$ cat src/rtl/op_sequencer.sv
// op_sequencer: drives a 16-entry program into an external ALU, one instruction per cycle.
// The ALU's accumulator is cleared first and captured at the end of the run.
// The block records the first ALU error and, optionally, stops the program on it.
module op_sequencer #(
    parameter bit HALT_ON_ERR = 1'b1
) (
    input  logic        clock,
    input  logic        reset,
    input  logic        wr_en,
    input  logic [3:0]  wr_addr,
    input  logic [3:0]  wr_opcode,
    input  logic [31:0] wr_operand,
    input  logic [4:0]  prog_len,
    input  logic        start,
    input  logic [63:0] acc_in,
    input  logic [1:0]  err_in,
    output logic [3:0]  opcode,
    output logic [31:0] operand,
    output logic        busy,
    output logic        done,
    output logic [63:0] result,
    output logic        halt_err,
    output logic [1:0]  err_code,
    output logic [3:0]  err_pc
);

    typedef enum logic [2:0] {
        IDLE    = 3'd0,
        CLEAR   = 3'd1,
        RUN     = 3'd2,
        CAPTURE = 3'd3,
        DONE    = 3'd4
    } state_t;

    localparam logic [3:0] OP_NOP   = 4'b0000;
    localparam logic [3:0] OP_CLEAR = 4'b1101;

    state_t      state_reg, state_next;
    logic [3:0]  pc_reg, pc_next;
    logic [4:0]  len_reg, len_next;
    logic [63:0] result_reg, result_next;
    logic        halt_err_reg, halt_err_next;
    logic [1:0]  err_code_reg, err_code_next;
    logic [3:0]  err_pc_reg, err_pc_next;
    logic        err_hit;

    // Program store is read combinationally from the registered pc, so it
    // maps to distributed RAM rather than a block RAM with a read register.
    logic [3:0]  mem_op  [16];
    logic [31:0] mem_opd [16];

    // Program load: only accepted while idle, and reset blocks the write.
    always_ff @(posedge clock) begin
        if (!reset && wr_en && (state_reg == IDLE)) begin
            mem_op[wr_addr]  <= wr_opcode;
            mem_opd[wr_addr] <= wr_operand;
        end
    end

    // Error qualification: only the three non-zero codes count; an unknown
    // bus makes the comparison non-true, so it falls through as "no error".
    always_comb begin
        err_hit = 1'b0;
        if ((err_in == 2'b01) || (err_in == 2'b10) || (err_in == 2'b11)) begin
            err_hit = 1'b1;
        end
    end

    // State and datapath registers.
    always_ff @(posedge clock) begin
        if (reset) begin
            state_reg    <= IDLE;
            pc_reg       <= 4'd0;
            len_reg      <= 5'd0;
            result_reg   <= 64'd0;
            halt_err_reg <= 1'b0;
            err_code_reg <= 2'b00;
            err_pc_reg   <= 4'd0;
        end else begin
            state_reg    <= state_next;
            pc_reg       <= pc_next;
            len_reg      <= len_next;
            result_reg   <= result_next;
            halt_err_reg <= halt_err_next;
            err_code_reg <= err_code_next;
            err_pc_reg   <= err_pc_next;
        end
    end

    // Next-state logic and instruction bus.
    always_comb begin
        state_next    = state_reg;
        pc_next       = pc_reg;
        len_next      = len_reg;
        result_next   = result_reg;
        halt_err_next = halt_err_reg;
        err_code_next = err_code_reg;
        err_pc_next   = err_pc_reg;
        opcode        = OP_NOP;
        operand       = 32'd0;
        busy          = 1'b0;
        done          = 1'b0;
        unique case (state_reg)
            IDLE: begin
                if (start && (prog_len != 5'd0)) begin
                    len_next      = (prog_len > 5'd16) ? 5'd16 : prog_len;
                    result_next   = 64'd0;
                    halt_err_next = 1'b0;
                    err_code_next = 2'b00;
                    err_pc_next   = 4'd0;
                    state_next    = CLEAR;
                end
            end
            CLEAR: begin
                busy       = 1'b1;
                opcode     = OP_CLEAR;
                pc_next    = 4'd0;
                state_next = RUN;
            end
            RUN: begin
                busy    = 1'b1;
                opcode  = mem_op[pc_reg];
                operand = mem_opd[pc_reg];
                // First error of the run wins; later ones are not recorded.
                if (err_hit && !halt_err_reg) begin
                    halt_err_next = 1'b1;
                    err_code_next = err_in;
                    err_pc_next   = pc_reg;
                end
                if (err_hit && HALT_ON_ERR) begin
                    state_next = CAPTURE;
                end else if ({1'b0, pc_reg} == (len_reg - 5'd1)) begin
                    state_next = CAPTURE;
                end else begin
                    pc_next = pc_reg + 4'd1;
                end
            end
            CAPTURE: begin
                busy        = 1'b1;
                result_next = acc_in;
                state_next  = DONE;
            end
            DONE: begin
                done       = 1'b1;
                state_next = IDLE;
            end
            default: begin
                state_next = IDLE;
            end
        endcase
    end

    assign result   = result_reg;
    assign halt_err = halt_err_reg;
    assign err_code = err_code_reg;
    assign err_pc   = err_pc_reg;

endmodule

$ cat config.mk
export PLATFORM = sky130hd
export DESIGN_NAME = op_sequencer
export DESIGN_NICKNAME = d
export VERILOG_FILES = /design/src/rtl/op_sequencer.sv
export SDC_FILE = /design/constraint.sdc
export NUM_CORES = 1
export LEC_CHECK = 0
export CAP_MARGIN = 20
export CORE_MARGIN = 10
export CORE_UTILIZATION = 45
export DETAILED_ROUTE_END_ITERATION = 8
export PLACE_DENSITY_LB_ADDON = 0.1
export SLEW_MARGIN = 5
export SYNTH_ARGS = -nofsm -noshare
export SYNTH_HDL_FRONTEND = slang
export SYNTH_SLANG_ARGS = --single-unit
$ cat constraint.sdc
create_clock -name clock -period 5.7 [get_ports clock]
set_input_delay 1.71 -clock clock [delete_from_list [all_inputs] [get_ports clock]]
set_output_delay 1.71 -clock clock [all_outputs]
set_load 0.02 [all_outputs]
==> metrics.md, run 1 <==
| Metric | Value |
|---|---|
| Die Ht | `256 um` |
| All-Layer GR Usage | `18.3%` |
| R2r startpoint | `state_reg[2]` |
| Num CTS Buffers | `70` |
| Synth area leader | `edfxtp_1` |
| DR vias | `12594` |
| CTS Hold Bufs | `0` |
| Final Hold Viols | `0` |
| Die area | `0.0657 mm2` |
| Cell count after synthesis | `1208` |
| CTS tree | `built` |
| Total wire length | `60200 um` |
| Top_reg_cell synth | `edfxtp_1` |
| DRC viols | `0` |
| Pwr Density | `333 mW/mm2` |
| Commonest non-fill, non-tap cells in the layout | `576 x edfxtp_1, 222 x clkdlybuf4s50_1, 180 x mux4_2, 83 x dfxtp_1, 79 x nor2_1` |
| Fin. max-slew vios | `0` |
| Critical Path Sink | `operand[12]` |
| Congestion Overflow GR | `0` |
| Flop-to-flop setup slack | `2.76 ns` |
| Synth top area cells | `edfxtp_1 69%, mux4_2 16%, dfxtp_1 6.9%` |
| Core ar. | `0.0552 mm2` |
| Die W | `256 um` |
| First-pass GRT wire length | `89400 um` |
| Final TNS setup | `0 ns` |
| Worst-Margin Slew | `0.896 ns` |
| Ys async rst share | `0%` |
| Antenna Violating Nets Remaining | `0` |
| FP Rows | `86` |
| DPL Wire Length | `33100 um` |
| # setup viols final | `0` |
| Syn_nets | `1325` |
| Post-layout nets | `1581` |
| Commonest non-fill, non-tap cell in the layout | `edfxtp_1` |
| Post-synth EDFFs | `576` |
| Fmax | `202 MHz` |
| Fin crit share | `86.9%` |
| Largest net degree at the start of global routing | `88` |
| IO Count | `224` |
| CTS clk-pin slew, worst paths | `0.06 ns` |
| FF-to-FF End | `mem_opd[7][26]` |
| Initial DRC count | `1019` |
| Worst r2r path cells | `6` |
| Worst Setup End Kind | `output port` |
| Initial antenna violation count | `4` |
| Critical path class | `flop to output port` |
| Max_slew headroom | `40.2%` |
| Yosys top cell area share | `68.8%` |
| Clk root buf | `clkbuf_16` |
| Yosys cell types | `43` |
| Critical Path RT | `3.99 ns` |
| Worst hold start | `err_code[1]` |
| Fin crit period | `4.95 ns` |
| Starting density of the core | `45.6%` |
| Port Buffers | `223` |
| Synth Area per Inst | `20.8 um2` |
| Post-CTS Resized | `0` |
| Clock latency at the later pin of the worst-skew pair | `0.61 ns` |
| Hold Path Class | `flop to flop` |
| Clock sinks | `663` |
| Routed wire per std cell | `26.5 um` |
| Sequential area share after synthesis | `75.7%` |
| Via density | `5.54` |
| Final setup skew | `0.0246 ns` |
| Lkg Pwr | `0.00937 uW` |
| Crit path max fanout | `46` |
| Post-synthesis cell area | `0.0251 mm2` |
| Outcome | `completed` |
| Max VDD drop | `243 uV` |
| Area grow syn2layout | `21.8%` |
| Layout cells sized above 1 | `22.6%` |
| Max Cap Viol | `0` |
| # H-tree levels | `3` |
| Vias in the first global route | `12994` |
| Max FFs per register | `512` |
| Bufs on Longest Clock Path | `3` |
| Startpoint types | `flop` |
| Seq cells post-synth | `663` |
| RSZ-0062 raised after global routing | `false` |
| # Post-CTS Setup Buffers | `0` |
| Synth Warn # | `0` |
| First-pass DRT Iterations | `5` |
| Routability Congestion | `0.718` |
| Critical path arrival | `3.24 ns` |
| Total power | `10200 uW` |
where the power goes:
group,switching [uW],internal [uW],leakage [uW]
clock network,1810,2550,0.00109
logic,287,220,0.00238
registers,18.9,5310,0.00589
total,2110,8080,0.00937
logic make-up (layout without fill, tap and decap cells):
kind of cell / count (synthesis) / in the layout / share of synthesized area, %
AND/OR/NAND/NOR: 180 / 180 / 3.40
other: 0 / 3 / 0
XOR/XNOR: 6 / 6 / 0.209
buffers and inverters: 81 / 394 / 1.73
adder cells (fa/ha/maj): 2 / 2 / 0.0995
multiplexers: 181 / 181 / 16.2
AO/OA/AOI/OAI: 95 / 95 / 2.69
flip-flops: 663 / 663 / 75.7
Yosys cell counts, drive strengths merged, types with 2 or more instances:
| master | instances |
|---|---|
| xnor2 | 5 |
| nand3b | 6 |
| ha | 2 |
| dfxtp | 87 |
| nor2 | 92 |
| nand3 | 9 |
| o211ai | 2 |
| inv | 7 |
| nor2b | 33 |
| or3b | 2 |
| mux4 | 180 |
| a21oi | 14 |
| clkbuf | 36 |
| nor3b | 4 |
| nand2 | 16 |
| buf | 38 |
| o21ai | 5 |
| edfxtp | 576 |
| or3 | 2 |
| nand2b | 3 |
| a31oi | 4 |
| a22oi | 64 |
| nor3 | 10 |
through the flow:
| stage | worst slack [ns] | std cells | util, % | cell area (um2) | hold slack (ns) |
|---|---|---|---|---|---|
| after floorplan | 0.315 | 1208 | - | 25100 | 0.450 |
| after global placement | 1.32 | 2139 | 51.4 | 28400 | 0.460 |
| after detailed placement | 1.34 | 2140 | 51.4 | 28400 | 0.464 |
| after CTS | 0.686 | 2269 | 55.5 | 30600 | 0.472 |
| after global routing | 0.636 | 2270 | 55.5 | 30600 | 0.497 |
| final | 0.749 | 2272 | 55.5 | 30600 | 0.470 |
layer usage:
layer  part of all wire (%)  routed length [um]  track usage [%]  up-vias
met3                    5.2                3100             3.94       77
met5                  0.022                  13                0        -
li1                       -                   -                -     5487
met4                    1.9                1170             5.18        2
met1                     43               26100             24.6     6711
met2                     49               29800             29.9      317
critical path: stages, from the launching register on:
cell and delay (ns):
dfxtp_4 0.41, buf_12 0.32, mux4_2 0.57, mux4_2 0.46, nor2b_1 0.19, clkdlybuf4s50_1 0.61
worst min-delay path by stage:
stage                  end  slack (ns)  depth (start not counted)
2_1_floorplan   len_reg[4]        0.45                          2
3_3_place_gp   err_code[0]        0.46                          2
3_5_place_dp   err_code[1]        0.46                          2
4_1_cts        err_code[1]        0.47                          2
5_1_grt        err_code[1]        0.50                          2
6_report       err_code[1]        0.47                          2
final cells by class:
| cell class | count | area, um2 |
|---|---|---|
| well taps | 748 | 936 |
| clock inverters | 37 | 268 |
| clock buffers | 92 | 1950 |
| repair buffers | 258 | 2590 |
| inverters | 7 | 26.3 |
| fillers | 4259 | 24600 |
| diodes | 3 | 7.51 |
| flip-flops and latches | 663 | 19100 |
| multi-input cells | 464 | 5790 |
Power figures use the tool's default switching activity.
==> run 2: changes to the inputs <==
--- a/config.mk
+++ b/config.mk
@@ -8,6 +8,7 @@
 export CAP_MARGIN = 20
 export CORE_MARGIN = 10
 export CORE_UTILIZATION = 45
+export CTS_CLUSTER_SIZE = 16
 export DETAILED_ROUTE_END_ITERATION = 8
 export PLACE_DENSITY_LB_ADDON = 0.1
 export SLEW_MARGIN = 5
==> results of run 2 <==
No change in the layout: final DEF, timing and power equal those of run 1.
